**config.mk**
```make
export PLATFORM = sky130hd
export DESIGN_NAME = countdown_timer_flat
export DESIGN_NICKNAME = d
export VERILOG_FILES = /design/src/rtl/countdown_timer_if.sv /design/src/rtl/countdown_timer.sv /design/src/flat_wrapper.sv
export SDC_FILE = /design/constraint.sdc
export NUM_CORES = 1
export LEC_CHECK = 0
export CORE_UTILIZATION = 35
export CTS_CLUSTER_DIAMETER = 200
export DETAILED_ROUTE_END_ITERATION = 8
export HOLD_SLACK_MARGIN = 0.1
export PLACE_DENSITY = 0.56
export SYNTH_ARGS = -nofsm -noshare
export SYNTH_HDL_FRONTEND = slang
export SYNTH_SLANG_ARGS = --single-unit
```
**constraint.sdc**
```tcl
create_clock -name clk -period 8.1 [get_ports clk]
set_input_delay 1.62 -clock clk [delete_from_list [all_inputs] [get_ports clk]]
set_output_delay 1.62 -clock clk [all_outputs]
set_load 0.02 [all_outputs]
```
**src/rtl/countdown_timer_if.sv**
```systemverilog
`default_nettype none
// ============================================================================
//  Module      : countdown_timer_if
//  Description : Control/status bundle between the game control FSM (master)
//                and the countdown timer (slave): start/hold/load in, count,
//                BCD digits and state flags out.
//  Revision    : 1.0 - initial release
// ============================================================================
interface countdown_timer_if #(
    parameter int CNT_W = 7
);
    logic             start;
    logic             hold;
    logic [CNT_W-1:0] load_val;
    logic [CNT_W-1:0] count;
    logic [3:0]       tens;
    logic [3:0]       ones;
    logic             running;
    logic             done;
    logic             expired;

    // Game control side: issues start/hold, observes the timer.
    modport master (
        output start,
        output hold,
        output load_val,
        input  count,
        input  tens,
        input  ones,
        input  running,
        input  done,
        input  expired
    );

    // Timer side.
    modport slave (
        input  start,
        input  hold,
        input  load_val,
        output count,
        output tens,
        output ones,
        output running,
        output done,
        output expired
    );
endinterface
`default_nettype wire

```
**src/rtl/countdown_timer.sv**
```systemverilog
`default_nettype none
// ============================================================================
//  Module      : countdown_timer
//  Description : Loadable countdown timer with built-in tick prescaler,
//                hold/resume, one-cycle expiry pulse and BCD digit outputs.
//                The count is clamped to 99 so it always fits two digits.
//  Revision    : 1.0 - initial release
// ============================================================================
module countdown_timer #(
    parameter int CLK_HZ  = 100_000_000,
    parameter int TICK_HZ = 1,
    parameter int CNT_W   = 7
) (
    input  logic              clk,
    input  logic              rst_n,
    countdown_timer_if.slave  tmr
);

    // Clock cycles per countdown tick; must be an integer of at least 2.
    localparam int c_DIV  = CLK_HZ / TICK_HZ;
    localparam int c_PS_W = (c_DIV > 1) ? $clog2(c_DIV) : 1;

    // Prescaler value on which the tick fires.
    localparam logic [c_PS_W-1:0] c_PS_LAST = c_PS_W'(c_DIV - 1);

    // Largest loadable value: 99, or all-ones if the count is too narrow
    // to hold 99 at all.
    localparam logic [CNT_W-1:0] c_MAX_CNT = (CNT_W >= 7) ? CNT_W'(99)
                                                          : {CNT_W{1'b1}};

    localparam logic [CNT_W-1:0]  c_CNT_ONE = CNT_W'(1);
    localparam logic [c_PS_W-1:0] c_PS_ONE  = c_PS_W'(1);

    typedef enum logic [1:0] {
        S_IDLE = 2'd0,
        S_RUN  = 2'd1,
        S_HOLD = 2'd2,
        S_DONE = 2'd3
    } state_t;

    state_t              r_state;
    state_t              w_state_nxt;
    logic [CNT_W-1:0]    r_count;
    logic [CNT_W-1:0]    w_count_nxt;
    logic [c_PS_W-1:0]   r_prescale;
    logic [c_PS_W-1:0]   w_prescale_nxt;
    logic                r_expired;
    logic                w_expired_nxt;

    logic                w_tick;
    logic [CNT_W-1:0]    w_load_clamped;
    logic                w_load_zero;

    logic [6:0]          w_count7;
    logic [3:0]          w_tens;
    logic [3:0]          w_ones;

    // Clamp the requested start value to the two-digit display range.
    always_comb begin
        w_load_clamped = tmr.load_val;
        if (tmr.load_val > c_MAX_CNT) begin
            w_load_clamped = c_MAX_CNT;
        end
        w_load_zero = (w_load_clamped == '0);
    end

    // The tick only exists while actively counting; HOLD freezes the phase.
    assign w_tick = (r_state == S_RUN) && (r_prescale == c_PS_LAST);

    // State, count, prescaler phase and expiry pulse registers.
    always_ff @(posedge clk or negedge rst_n) begin
        if (!rst_n) begin
            r_state    <= S_IDLE;
            r_count    <= '0;
            r_prescale <= '0;
            r_expired  <= 1'b0;
        end else begin
            r_state    <= w_state_nxt;
            r_count    <= w_count_nxt;
            r_prescale <= w_prescale_nxt;
            r_expired  <= w_expired_nxt;
        end
    end

    // Next-state logic: start overrides everything, otherwise count/hold.
    always_comb begin
        w_state_nxt    = r_state;
        w_count_nxt    = r_count;
        w_prescale_nxt = r_prescale;
        w_expired_nxt  = 1'b0;

        if (tmr.start) begin
            // Reload; a zero load expires immediately. hold is ignored here.
            w_count_nxt    = w_load_clamped;
            w_prescale_nxt = '0;
            if (w_load_zero) begin
                w_state_nxt   = S_DONE;
                w_expired_nxt = 1'b1;
            end else begin
                w_state_nxt   = S_RUN;
            end
        end else begin
            case (r_state)
                S_RUN: begin
                    if (w_tick) begin
                        // A due tick is always applied, even if hold is high;
                        // reaching zero takes precedence over entering HOLD.
                        w_prescale_nxt = '0;
                        if (r_count <= c_CNT_ONE) begin
                            w_count_nxt   = '0;
                            w_state_nxt   = S_DONE;
                            w_expired_nxt = 1'b1;
                        end else begin
                            w_count_nxt = r_count - c_CNT_ONE;
                            if (tmr.hold) begin
                                w_state_nxt = S_HOLD;
                            end
                        end
                    end else if (tmr.hold) begin
                        // Freeze with the prescaler phase retained.
                        w_state_nxt = S_HOLD;
                    end else begin
                        w_prescale_nxt = r_prescale + c_PS_ONE;
                    end
                end
                S_HOLD: begin
                    // The release edge is a normal counting edge, so a hold
                    // of H cycles shifts later ticks by exactly H. The frozen
                    // phase is never the last one, so no tick is due here.
                    if (!tmr.hold) begin
                        w_state_nxt    = S_RUN;
                        w_prescale_nxt = r_prescale + c_PS_ONE;
                    end
                end
                default: begin
                    // IDLE and DONE wait for start.
                end
            endcase
        end
    end

    // BCD split works on a 7-bit view; the count never exceeds 99.
    generate
        if (CNT_W >= 7) begin : g_cnt_wide
            assign w_count7 = r_count[6:0];
        end else begin : g_cnt_narrow
            assign w_count7 = {{(7 - CNT_W){1'b0}}, r_count};
        end
    endgenerate

    // Combinational digit split so digits track count in the same cycle.
    always_comb begin
        w_tens = 4'(w_count7 / 7'd10);
        w_ones = 4'(w_count7 % 7'd10);
    end

    assign tmr.count   = r_count;
    assign tmr.tens    = w_tens;
    assign tmr.ones    = w_ones;
    assign tmr.running = (r_state == S_RUN);
    assign tmr.done    = (r_state == S_DONE);
    assign tmr.expired = r_expired;

endmodule
`default_nettype wire

```
**src/flat_wrapper.sv**
```systemverilog
// flat-port wrapper written by rule: the top's interface ports become plain ports
module countdown_timer_flat 
#(
    parameter int CLK_HZ  = 100_000_000,
    parameter int TICK_HZ = 1,
    parameter int CNT_W   = 7
)
  (clk, rst_n, tmr_start, tmr_hold, tmr_load_val, tmr_count, tmr_tens, tmr_ones, tmr_running, tmr_done, tmr_expired);
  countdown_timer_if #(.CNT_W(CNT_W)) tmr_i ();
  input  logic clk;
  input  logic rst_n;
  input wire logic [$bits(tmr_i.start)-1:0] tmr_start;
  input wire logic [$bits(tmr_i.hold)-1:0] tmr_hold;
  input wire logic [$bits(tmr_i.load_val)-1:0] tmr_load_val;
  output wire logic [$bits(tmr_i.count)-1:0] tmr_count;
  output wire logic [$bits(tmr_i.tens)-1:0] tmr_tens;
  output wire logic [$bits(tmr_i.ones)-1:0] tmr_ones;
  output wire logic [$bits(tmr_i.running)-1:0] tmr_running;
  output wire logic [$bits(tmr_i.done)-1:0] tmr_done;
  output wire logic [$bits(tmr_i.expired)-1:0] tmr_expired;
  assign tmr_i.start = tmr_start;
  assign tmr_i.hold = tmr_hold;
  assign tmr_i.load_val = tmr_load_val;
  assign tmr_count = tmr_i.count;
  assign tmr_tens = tmr_i.tens;
  assign tmr_ones = tmr_i.ones;
  assign tmr_running = tmr_i.running;
  assign tmr_done = tmr_i.done;
  assign tmr_expired = tmr_i.expired;
  countdown_timer #(.CLK_HZ(CLK_HZ), .TICK_HZ(TICK_HZ), .CNT_W(CNT_W)) u_core (.clk(clk), .rst_n(rst_n), .tmr(tmr_i));
endmodule
```
==> run summary, run 1 <==
Post-synth ARST share -> 1.000
Chip Width -> 83.33 um
routed metal-1 wire length -> 2637 um
Congestion Overflow GR -> 0
startpoint type of the worst setup path -> flip-flop
Inserted Clock Buffers -> 5
area of all placed cells without fillers -> 2718 sq um
buffer depth of the longest clock path -> 2
global-route usage over all layers -> 0.1671
clock insertion delay at the later pin of the skew report -> 0.29 ns
hold bufs inserted after CTS -> 0
quantity of I/O buffers inserted on ports -> 28
Final Hold Fails -> 0
total internal power -> 0.0002988 W
time the final worst path needs with I/O delays and setup -> 4.974 ns
peak clock frequency supported by timing -> 201.1 MHz
number of top-level pins -> 29
number of enable-type register cells in the synthesized netlist -> 0
worst-case clock skew -> 0.005836 ns
Final Instance Count excl. Fillers -> 377
worst voltage drop across the vdd grid -> 0.08066 mV
clock-pin slew of the registers on the worst-case setup and hold paths -> 0.08 ns
FP Rows -> 29
Data required, critical path -> 6.48 ns
Mapped Nets -> 293
met3 wirelength from detailed routing -> 150 um
core outline area -> 6350 sq um
half-perimeter wire length after detailed placement -> 3884 um
highest signal layer in the routed design -> met4
fraction of layout cells with a size suffix above 1 -> 0.04333
area enclosed by the die boundary -> 6943 sq um
count of different cell masters after synthesis -> 49
cell depth of the worst hold path -> 2
count of nets left with antenna violations after detail routing -> 0
final period utilization -> 0.6140
initial core utilization -> 0.3645
post-CTS setup buffer count -> 0
capturing element type of the critical path -> primary output
maximum number of pins on one net before global-route repair -> 38
drt initial violations -> 73
largest area contributor in the synthesized netlist -> dfrtp_1
end of the worst hold path -> u_core.r_prescale[7]
crit-path most repeated cell -> inv_1
H-Tree Level Count -> 2
final weighted congestion of routability-driven global placement -> 0.8011
post-detailed-route DRC marker count -> 0
maximum capacitance violations -> 0
wire length after detailed routing -> 5451 um
number of iterations in the first detailed-routing pass -> 4
power share of the combinational group -> 0.247
Leak -> 1.092 nW
worst relative slew slack -> 0.3979
sequential share of power -> 0.461
number of register bits inferred by synthesis -> 37
max incr delay on CP -> 0.61 ns
Synth area leaders -> dfrtp_1, nor2_1, xor2_1
post-synthesis area per instance -> 8.387 sq um
launch instance of the worst register-to-register path -> u_core.r_prescale[17]
placed instance area -> 2634 sq um
slowest cell on the critical path -> clkdlybuf4s50_1
FF-to-FF setup slack -> 5.51 ns
Final setup violation count -> 0
clock sinks -> 37
worst-margin pin slew -> 0.9010 ns
dominant synthesized flop cell -> dfrtp_1
utilization after layout -> 0.4280
sequential fraction of the synthesis area -> 0.4000
largest driver fanout on the critical path -> 17
post-CTS resize count -> 0
RSZ-0062 raised after global routing -> false
startpoint of the most critical hold path -> u_core.r_prescale[7]
switching power of the nets -> 0.0001388 W
clock power share -> 0.292
synthesis warning total -> 0
total count of max-transition violations in the final report -> 0
cell chosen for the clock root -> clkbuf_8
arrival time of data at the critical path endpoint -> 3.35 ns
Met2 Wirelength -> 2618 um
Via-to-Cell Ratio -> 5.347
fraction of synthesized cell area taken by the top area cell type -> 0.4000
number of instances in the synthesized netlist -> 276
Worst Hold Class -> flip-flop to flip-flop
via count of the first global-routing pass -> 2027
clock tree from TritonCTS -> done
nets@finish -> 316
FF-to-FF End -> u_core.tmr.count[3]
die span in y -> 83.33 um
Ant. Diodes -> 0
post-synthesis to final-layout area growth -> 17.41%
routed length per instance -> 14.46 um
number of antenna violations at the first check in global routing -> 0
first-pass GRT wire length -> 9480 um
kind of critical path -> flip-flop to primary output
Netlist Area Pre-Place -> 2315 sq um
final total negative setup slack -> 0 ns
CP cell instances -> inv_1, nor4_1, o32ai_1, xor2_1, inv_1, ha_1, or2_2, o311ai_1, xnor2_1, clkdlybuf4s50_1
FF-to-FF path depth -> 6
total power divided by cell area -> 161.0 nW/um^2
switching power as a share of total power -> 0.3172
run status -> complete, no violations
Post-Place Cells -> 369
overall via count from detail_route -> 2016
==> critical path, delay by kind of cell (launching register included) <==
kind | cells | cell delay [ns]
xor+xnor | 2 | 0.43
fa+ha+maj | 1 | 0.22
buf+inv | 3 | 0.91
simple gates | 2 | 0.37
compound gates | 2 | 0.56
flops | 1 | 0.55
==> synthesized netlist by cell type (all sizes together) (2+ instances only) <==
| library cell | count |
|---|---|
| o32ai | 2 |
| dfrtp | 37 |
| xor2 | 16 |
| nor2 | 47 |
| inv | 11 |
| nand4 | 7 |
| a31oi | 3 |
| o21a | 2 |
| o311ai | 2 |
| or4 | 2 |
| or2 | 2 |
| o21ai | 12 |
| nor3 | 9 |
| buf | 5 |
| ha | 6 |
| and4 | 3 |
| nand3 | 10 |
| and2 | 3 |
| xnor2 | 10 |
| nand2 | 24 |
| mux2i | 2 |
| nor4 | 5 |
| clkbuf | 7 |
| a21oi | 16 |
| or3 | 5 |
| and3 | 6 |
| o31ai | 3 |
| a211oi | 3 |
==> layer usage <==
layer	track usage	vias up
li1	-	1023
met5	0	-
met4	0.04859	0
met1	0.2182	962
met3	0.03082	4
met2	0.2817	27
==> layout by cell type (no fill, tap or decap), types with 3 or more instances in the layout <==
master           netlist  routed
nor2_1                47      47
dfrtp_1               37      37
clkdlybuf4s50_1        0      27
nand2_1               24      24
a21oi_1               16      16
xor2_1                16      16
o21ai_0               12      12
inv_1                 11      11
nand3_1               10      10
xnor2_1               10      10
nor3_1                 9       9
nand4_1                7       7
and3_1                 6       6
ha_1                   6       6
nor4_1                 5       5
or3_1                  5       5
clkbuf_8               0       5
and2_1                 3       3
a211oi_1               3       3
o31ai_1                3       3
a31oi_1                3       3
==> power groups by stage <==
stage	clock (W)	sequential, W	combinational (W)
finish	0.000128	0.000202	0.000108
global route	0.000139	0.000204	0.000118
CTS	0.000133	0.000202	0.000109
detailed placement	0	0.000205	0.000109
global placement	0	0.000205	0.000108
floorplan	0	0.000203	0.0000632
==> through the flow <==
step | worst slack, ns | hold WS [ns] | power [W]
floorplan | 3.486 | 0.5020 | 0.0002667
global placement | 3.537 | 0.5290 | 0.0003132
detailed placement | 3.456 | 0.5367 | 0.0003141
CTS | 3.122 | 0.5518 | 0.0004435
global route | 2.909 | 0.5755 | 0.0004609
finish | 3.126 | 0.5463 | 0.0004377
==> layout make-up <==
class	count	area (sq um)
clock inverters	1	7.507
multi-input cells	215	1291
inverters	12	45.04
fillers	640	3632
repair buffers	28	275.3
well taps	77	96.34
flip-flops and latches	37	925.9
clock buffers	7	76.32
==> sequential cells by signal, indices dropped and copies added (netlist names) <==
signal / cells
u_core.r_prescale: 27
u_core.tmr.count: 7
u_core.tmr.expired: 1
u_core.r_state: 2
==> cells by family after synthesis <==
kind of cell | share of synthesized area
XOR/XNOR | 0.09837
flip-flops | 0.4000
buffers and inverters | 0.04216
AND/OR/NAND/NOR | 0.2719
adder cells (fa/ha/maj) | 0.03243
multiplexers | 0.008649
AO/OA/AOI/OAI | 0.1465
==> worst max-delay path by stage <==
stage	start	to	cells after the start
floorplan	u_core.tmr.count[3]	tmr_ones[1]	10
global placement	u_core.tmr.count[2]	tmr_ones[1]	10
detailed placement	u_core.tmr.count[6]	tmr_ones[1]	10
CTS	u_core.tmr.count[6]	tmr_ones[1]	10
global route	u_core.tmr.count[6]	tmr_ones[1]	10
finish	u_core.tmr.count[6]	tmr_ones[1]	10
(Power assumes the default switching activity.)
==> run 2: changes to the inputs <==
--- a/config.mk
+++ b/config.mk
@@ -9,7 +9,7 @@
 export CTS_CLUSTER_DIAMETER = 200
 export DETAILED_ROUTE_END_ITERATION = 8
 export HOLD_SLACK_MARGIN = 0.1
-export PLACE_DENSITY = 0.56
+export PLACE_DENSITY = 0.58
 export SYNTH_ARGS = -nofsm -noshare
 export SYNTH_HDL_FRONTEND = slang
 export SYNTH_SLANG_ARGS = --single-unit
==> constraint.sdc (replaced) <==
create_clock -name clk -period 4.15 [get_ports clk]
set_input_delay 0.83 -clock clk [delete_from_list [all_inputs] [get_ports clk]]
set_output_delay 0.83 -clock clk [all_outputs]
set_load 0.02 [all_outputs]
==> run 2 against run 1 <==
  * Die area unchanged
  * Via count increased by 2.1%
  * Sequential cell count did not move
  * Largest cell class unchanged
==> run summary, run 2 (synthesized netlist as in run 1, its figures left out) <==
run status -> complete, no violations (unchanged)
Final Hold Fails -> 0 (unchanged)
clock tree from TritonCTS -> done (unchanged)
total count of max-transition violations in the final report -> 0 (unchanged)
register with the most flip-flops -> u_core.r_prescale (unchanged)
Worst Hold Class -> flip-flop to flip-flop (unchanged)
arrival time of data at the critical path endpoint -> 3.13 ns (was 3.35 ns)
startpoint type of the worst setup path -> flip-flop (unchanged)
Data required, critical path -> 3.32 ns (was 6.48 ns)
worst voltage drop across the vdd grid -> 0.1401 mV (was 0.08066 mV)
count of nets left with antenna violations after detail routing -> 0 (unchanged)
peak clock frequency supported by timing -> 252.8 MHz
max incr delay on CP -> 0.69 ns (was 0.61 ns)
Post-Place Cells -> 374 (was 369)
placed instance area -> 2671 sq um (was 2634 sq um)
most common library cell in the layout ignoring fill and taps -> nor2_1 (unchanged)
worst-case clock skew -> 0.008561 ns (was 0.005836 ns)
CP cell instances -> and2_1, o311ai_0, o32ai_1, xor2_1, inv_1, ha_1, or2_2, o311ai_1, clkdlybuf4s50_1 (was inv_1, nor4_1, o32ai_1, xor2_1, inv_1, ha_1, or2_2, o311ai_1, xnor2_1, clkdlybuf4s50_1)
Leak -> 1.141 nW (was 1.092 nW)
clock sinks -> 37 (unchanged)
global-route usage over all layers -> 0.1644 (was 0.1671)
routed length per instance -> 14.28 um (was 14.46 um)
fraction of layout cells with a size suffix above 1 -> 0.07843 (was 0.04333)
time the final worst path needs with I/O delays and setup -> 3.956 ns
number of top-level pins -> 29 (unchanged)
number of iterations in the first detailed-routing pass -> 4 (unchanged)
drt initial violations -> 105 (was 73)
worst relative slew slack -> 0.4314 (was 0.3979)
kind of critical path -> flip-flop to primary output (unchanged)
Final Instance Count excl. Fillers -> 383 (was 377)
final period utilization -> 0.9533
clock insertion delay at the later pin of the skew report -> 0.29 ns (about the same)
post-detailed-route DRC marker count -> 0 (unchanged)
via count of the first global-routing pass -> 1955 (was 2027)
nets@finish -> 322 (was 316)
max reg flops -> 27 (unchanged)
buffer depth of the longest clock path -> 2 (unchanged)
cell chosen for the clock root -> clkbuf_8 (unchanged)
Ant. Diodes -> 0 (unchanged)
H-Tree Level Count -> 2 (unchanged)
initial core utilization -> 0.3645 (unchanged)
launch instance of the worst register-to-register path -> u_core.r_prescale[17] (unchanged)
post-synthesis to final-layout area growth -> 20.11% (was 17.41%)
worst-margin pin slew -> 0.8529 ns (was 0.9010 ns)
largest driver fanout on the critical path -> 12 (was 17)
overall via count from detail_route -> 2059 (was 2016)
FF-to-FF path depth -> 6 (unchanged)
Inserted Clock Buffers -> 5 (unchanged)
overall power -> 0.0008879 W (was 0.0004377 W)
startpoint of the most critical hold path -> u_core.r_prescale[7] (unchanged)
final weighted congestion of routability-driven global placement -> 0.7769 (was 0.8011)
first-pass GRT wire length -> 9204 um (was 9480 um)
Final setup violation count -> 0 (unchanged)
half-perimeter wire length after detailed placement -> 3908 um (was 3884 um)
end of the worst hold path -> u_core.r_prescale[7] (unchanged)
FF-to-FF setup slack -> 1.61 ns (was 5.51 ns)
clock-pin slew of the registers on the worst-case setup and hold paths -> 0.08 ns (about the same)
quantity of I/O buffers inserted on ports -> 28 (unchanged)
number of antenna violations at the first check in global routing -> 0 (unchanged)
Congestion Overflow GR -> 0 (unchanged)
maximum capacitance violations -> 0 (unchanged)
FF-to-FF End -> u_core.r_prescale[0] (was u_core.tmr.count[3])
commonest non-fill, non-tap cells in the layout -> nor2_1, dfrtp_1, clkdlybuf4s50_1 (unchanged)
wire length after detailed routing -> 5471 um (was 5451 um)
hold bufs inserted after CTS -> 0 (unchanged)
FP Rows -> 29 (unchanged)
total power divided by cell area -> 319.4 nW/um^2 (was 161.0 nW/um^2)
core outline area -> 6350 sq um (unchanged)
Via-to-Cell Ratio -> 5.376 (was 5.347)
Chip Width -> 83.33 um (unchanged)
cell depth of the worst hold path -> 2 (unchanged)
slowest cell on the critical path -> clkdlybuf4s50_1 (unchanged)
final total negative setup slack -> 0 ns (unchanged)
capturing element type of the critical path -> primary output (unchanged)
RSZ-0062 raised after global routing -> false (unchanged)
area of all placed cells without fillers -> 2780 sq um (was 2718 sq um)
maximum number of pins on one net before global-route repair -> 38 (unchanged)
area enclosed by the die boundary -> 6943 sq um (unchanged)
die span in y -> 83.33 um (unchanged)
[run 2: power by group]
part           internal [W]  leakage, nW  switching [W]
clock network      0.000135       0.0512       0.000138
registers          0.000371        0.490      0.0000169
logic              0.000101        0.600       0.000126
[run 2: worst max path at each step]
stage                         from           to  depth (start not counted)
2_1_floorplan  u_core.tmr.count[3]  tmr_ones[1]                         10
3_3_place_gp   u_core.tmr.count[3]  tmr_ones[1]                         10
3_5_place_dp   u_core.tmr.count[3]  tmr_ones[1]                         10
4_1_cts        u_core.tmr.count[3]  tmr_ones[1]                         10
5_1_grt        u_core.tmr.count[3]  tmr_tens[0]                          9
6_report       u_core.tmr.count[3]  tmr_tens[0]                          9
[run 2: cell type report]
type                    instances  area, sq um
fillers                       646         3570
multi-input cells             215         1291
flip-flops and latches         37        928.4
repair buffers                 34        322.8
well taps                      77        96.34
clock buffers                   6        82.58
inverters                      12        45.04
clock inverters                 2        13.76
[run 2: timing repair]
action | CTS | global route
setup endpoints to repair | 0 | 2
buffers inserted | 0 | 1
gates resized for setup | 0 | 4
endpoints found under the hold margin | 0 | 0
[run 2: through the flow]
step	utilization	hold WS [ns]	setup WS (ns)
4_1_cts	0.4359	0.5476	0.03852
3_5_place_dp	0.4207	0.5278	0.3776
6_report	0.4378	0.5401	0.1940
3_3_place_gp	0.4207	0.5266	0.4220
2_1_floorplan	-	0.5020	0.3260
5_1_grt	0.4378	0.5787	0.001926
[run 2: critical path: cells and delay by family, from the launching register on]
| kind | cells | cell delay, ns |
|---|---|---|
| AND/OR/NAND/NOR | 2 | 0.48 |
| adder cells (fa/ha/maj) | 1 | 0.22 |
| buffers and inverters | 2 | 0.78 |
| AO/OA/AOI/OAI | 3 | 0.60 |
| flip-flops | 1 | 0.49 |
| XOR/XNOR | 1 | 0.26 |
[run 2: routing by layer]
| layer | vias up | GRT usage | part of all wire |
|---|---|---|---|
| met5 | - | 0 | 0 |
| met4 | 0 | 0.06897 | 0.021 |
| met3 | 9 | 0.03082 | 0.018 |
| met2 | 21 | 0.2601 | 0.46 |
| met1 | 997 | 0.2205 | 0.50 |
| li1 | 1032 | - | - |
==> run 3: changes to the inputs <==
--- a/config.mk
+++ b/config.mk
@@ -5,11 +5,12 @@
 export SDC_FILE = /design/constraint.sdc
 export NUM_CORES = 1
 export LEC_CHECK = 0
-export CORE_UTILIZATION = 35
+export ABC_AREA = 1
+export CORE_UTILIZATION = 40
 export CTS_CLUSTER_DIAMETER = 200
 export DETAILED_ROUTE_END_ITERATION = 8
 export HOLD_SLACK_MARGIN = 0.1
-export PLACE_DENSITY = 0.58
+export PLACE_DENSITY = 0.63
 export SYNTH_ARGS = -nofsm -noshare
 export SYNTH_HDL_FRONTEND = slang
 export SYNTH_SLANG_ARGS = --single-unit
==> constraint.sdc (replaced) <==
create_clock -name clk -period 4.15 [get_ports clk]
set_input_delay 0.83 -clock clk [delete_from_list [all_inputs] [get_ports clk]]
set_output_delay 0.83 -clock clk [all_outputs]
set_load 0.005 [all_outputs]
==> run 3 against run 2 <==
  * Final area increased by 9.6%
  * Clock power increased by 18%
  * Sequential share of layout area decreased by 3.0 points
  * Critical path depth increased by 8
  * Non-clock buffer count decreased by 5
  * Synthesized area increased by 12%
  * Die area decreased by 1.8%
  * Wire length increased by 9.2%
  * Global-route usage increased by 3.0 points
  * Worst hold slack improved by 0.011 ns
  * Largest cell class unchanged
  * Largest power group is now combinational cells
==> run summary, run 3 <==
arrival time of data at the critical path endpoint -> 2.94 ns (was 3.13 ns)
register with the most flip-flops -> u_core.r_prescale (unchanged)
area enclosed by the die boundary -> 6817 sq um (was 6943 sq um)
launch instance of the worst register-to-register path -> u_core.r_prescale[0] (was u_core.r_prescale[17])
routed length per instance -> 12.98 um (was 14.28 um)
buffer depth of the longest clock path -> 2 (unchanged)
RSZ-0062 raised after global routing -> false (unchanged)
fraction of layout cells with a size suffix above 1 -> 0.1195 (was 0.07843)
count of different cell masters after synthesis -> 37 (was 49)
worst-case clock skew -> 0.007713 ns (was 0.008561 ns)
max incr delay on CP -> 0.50 ns (was 0.69 ns)
H-Tree Level Count -> 2 (unchanged)
Final Hold Fails -> 0 (unchanged)
total count of max-transition violations in the final report -> 0 (unchanged)
clock sinks -> 37 (unchanged)
slowest cell on the critical path -> clkdlybuf4s50_1 (unchanged)
startpoint type of the worst setup path -> flip-flop (unchanged)
post-CTS setup buffer count -> 0 (unchanged)
max reg flops -> 27 (unchanged)
worst-margin pin slew -> 0.8508 ns (was 0.8529 ns)
Final setup violation count -> 0 (unchanged)
number of iterations in the first detailed-routing pass -> 4 (unchanged)
final period utilization -> 0.9076 (was 0.9533)
sequential fraction of the synthesis area -> 0.3566 (was 0.4000)
overall power -> 0.001155 W (was 0.0008879 W)
Worst Hold Class -> flip-flop to flip-flop (unchanged)
most instantiated cells after synthesis -> nand2_1, inv_1, nor2_1 (was nor2_1, dfrtp_1, nand2_1)
global-route usage over all layers -> 0.1944 (was 0.1644)
final total negative setup slack -> 0 ns (unchanged)
first-pass GRT wire length -> 10230 um (was 9204 um)
wire length after detailed routing -> 5972 um (was 5471 um)
number of antenna violations at the first check in global routing -> 0 (unchanged)
post-CTS resize count -> 0 (unchanged)
Post-synth ARST share -> 1.000 (unchanged)
via count of the first global-routing pass -> 2324 (was 1955)
startpoint of the most critical hold path -> u_core.r_prescale[14] (was u_core.r_prescale[7])
FF-to-FF path depth -> 10 (was 6)
Inserted Clock Buffers -> 5 (unchanged)
number of instances in the synthesized netlist -> 355 (was 276)
FF-to-FF setup slack -> 1.64 ns (was 1.61 ns)
maximum capacitance violations -> 0 (unchanged)
placed instance area -> 2932 sq um (was 2671 sq um)
run status -> complete, no violations (unchanged)
dominant cell by count in the synthesized netlist -> nand2_1 (was nor2_1)
fraction of synthesized cell area taken by the top area cell type -> 0.3566 (was 0.4000)
end of the worst hold path -> u_core.r_prescale[14] (was u_core.r_prescale[7])
core outline area -> 6096 sq um (was 6350 sq um)
Chip Width -> 82.57 um (was 83.33 um)
post-synthesis area per instance -> 7.313 sq um (was 8.387 sq um)
overall via count from detail_route -> 2438 (was 2059)
final weighted congestion of routability-driven global placement -> 0.8305 (was 0.7769)
clock-pin slew of the registers on the worst-case setup and hold paths -> 0.08 ns (about the same)
clock insertion delay at the later pin of the skew report -> 0.28 ns (was 0.29 ns)
maximum number of pins on one net before global-route repair -> 38 (unchanged)
number of register bits inferred by synthesis -> 37 (unchanged)
area of all placed cells without fillers -> 3048 sq um (was 2780 sq um)
post-detailed-route DRC marker count -> 0 (unchanged)
Data required, critical path -> 3.32 ns (about the same)
drt initial violations -> 133 (was 105)
capturing element type of the critical path -> primary output (unchanged)
largest area contributor in the synthesized netlist -> dfrtp_1 (unchanged)
time the final worst path needs with I/O delays and setup -> 3.767 ns (was 3.956 ns)
worst voltage drop across the vdd grid -> 0.2404 mV (was 0.1401 mV)
Synth area leaders -> dfrtp_1, nand2_1, inv_1 (was dfrtp_1, nor2_1, xor2_1)
Leak -> 1.406 nW (was 1.141 nW)
total power divided by cell area -> 379.0 nW/um^2 (was 319.4 nW/um^2)
Mapped Nets -> 372 (was 293)
die span in y -> 82.57 um (was 83.33 um)
synthesis warning total -> 0 (unchanged)
Via-to-Cell Ratio -> 5.300 (was 5.376)
nets@finish -> 401 (was 322)
post-synthesis to final-layout area growth -> 17.40% (was 20.11%)
commonest non-fill, non-tap cells in the layout -> nand2_1, inv_1, nor2_1 (was nor2_1, dfrtp_1, clkdlybuf4s50_1)
CP cell instances -> nor2_1, nand2_1, nand2_4, nand2_2, nand3_2, nand2_2, nand2_2, nand2_2, nand2_1, inv_1, ha_1, inv_1, nand3_2, nand3_2, nand2_1, nand2_1, clkdlybuf4s50_1 (was and2_1, o311ai_0, o32ai_1, xor2_1, inv_1, ha_1, or2_2, o311ai_1, clkdlybuf4s50_1)
initial core utilization -> 0.4259 (was 0.3645)
number of top-level pins -> 29 (unchanged)
Congestion Overflow GR -> 0 (unchanged)
worst relative slew slack -> 0.4328 (was 0.4314)
hold_ws -> 0.5511 ns (was 0.5401 ns)
number of enable-type register cells in the synthesized netlist -> 0 (unchanged)
Netlist Area Pre-Place -> 2596 sq um (was 2315 sq um)
FP Rows -> 28 (was 29)
cell chosen for the clock root -> clkbuf_8 (unchanged)
count of nets left with antenna violations after detail routing -> 0 (unchanged)
peak clock frequency supported by timing -> 265.5 MHz (was 252.8 MHz)
half-perimeter wire length after detailed placement -> 4526 um (was 3908 um)
kind of critical path -> flip-flop to primary output (unchanged)
most common library cell in the layout ignoring fill and taps -> nand2_1 (was nor2_1)
dominant synthesized flop cell -> dfrtp_1 (unchanged)
hold bufs inserted after CTS -> 0 (unchanged)
cell depth of the worst hold path -> 2 (unchanged)
quantity of I/O buffers inserted on ports -> 28 (unchanged)
FF-to-FF End -> u_core.tmr.count[5] (was u_core.r_prescale[0])
largest driver fanout on the critical path -> 6 (was 12)
clock tree from TritonCTS -> done (unchanged)
Ant. Diodes -> 0 (unchanged)
-- run 3: cell types whose count changed after synthesis, sizes merged, moves of 7 or more --
| cell | delta |
|---|---|
| o21ai | +14 |
| nand2 | +58 |
| xnor2 | -7 |
| inv | +42 |
| nor3 | +7 |
| xor2 | -10 |
| nand4 | +8 |
| nand3 | +15 |
-- run 3: area by class of cell --
class | instances | area, sq um
clock buffer | 7 | 86.33
clock inverter | 1 | 30.03
fill | 587 | 3048
inverter | 53 | 198.9
multi-input combinational | 258 | 1430
sequential | 37 | 925.9
tap | 75 | 93.84
timing repair buffer | 29 | 282.8
-- run 3: power by group --
part | internal, W | switching [W] | total (W)
combinational | 0.000186 | 0.000237 | 0.000423
sequential | 0.000382 | 0.0000267 | 0.000409
clock | 0.000196 | 0.000127 | 0.000323
total | 0.000765 | 0.000391 | 0.00116
-- run 3: worst max-delay path, delay by kind of cell, from the launching register on --
family / cells / cell delay (ns)
flops: 1 / 0.47
buf+inv: 3 / 0.61
fa+ha+maj: 1 / 0.18
simple gates: 13 / 1.39
-- run 3: through the flow --
stage / cells / setup slack [ns] / utilization
after floorplan: 355 / 1.387 / -
after global placement: 452 / 0.8460 / 0.4809
after detailed placement: 452 / 0.6971 / 0.4809
after CTS: 460 / 0.3796 / 0.5000
after global routing: 460 / 0.1111 / 0.5000
final: 460 / 0.3834 / 0.5000
-- run 3: per-layer routing --
metal / routed length [um] / track usage / part of all wire / up-vias
met5: 0 / 0 / 0 / -
met4: 55 / 0.05345 / 0.0092 / 0
met3: 218 / 0.03407 / 0.037 / 6
met2: 3047 / 0.3463 / 0.51 / 49
met1: 2650 / 0.2404 / 0.44 / 1147
li1: - / - / - / 1236
-- run 3: worst max path at each step --
| stage | from | to | slack, ns | cells after the start |
|---|---|---|---|---|
| finish | u_core.tmr.count[4] | tmr_ones[1] | 0.38 | 17 |
| global route | u_core.tmr.count[4] | tmr_ones[2] | 0.11 | 17 |
| CTS | u_core.tmr.count[4] | tmr_ones[1] | 0.38 | 17 |
| detailed placement | u_core.tmr.count[4] | tmr_ones[1] | 0.70 | 17 |
| global placement | u_core.tmr.count[4] | tmr_ones[1] | 0.85 | 17 |
| floorplan | u_core.tmr.count[4] | tmr_ones[1] | 1.39 | 16 |
-- run 3: logic make-up (layout without fill, tap and decap cells) --
kind of cell / count (synthesis) / in the layout / share of synthesized area
buf+inv: 60 / 90 / 0.09253
simple gates: 185 / 185 / 0.3581
xor+xnor: 9 / 9 / 0.03036
fa+ha+maj: 6 / 6 / 0.02891
compound gates: 58 / 58 / 0.1335
flops: 37 / 37 / 0.3566
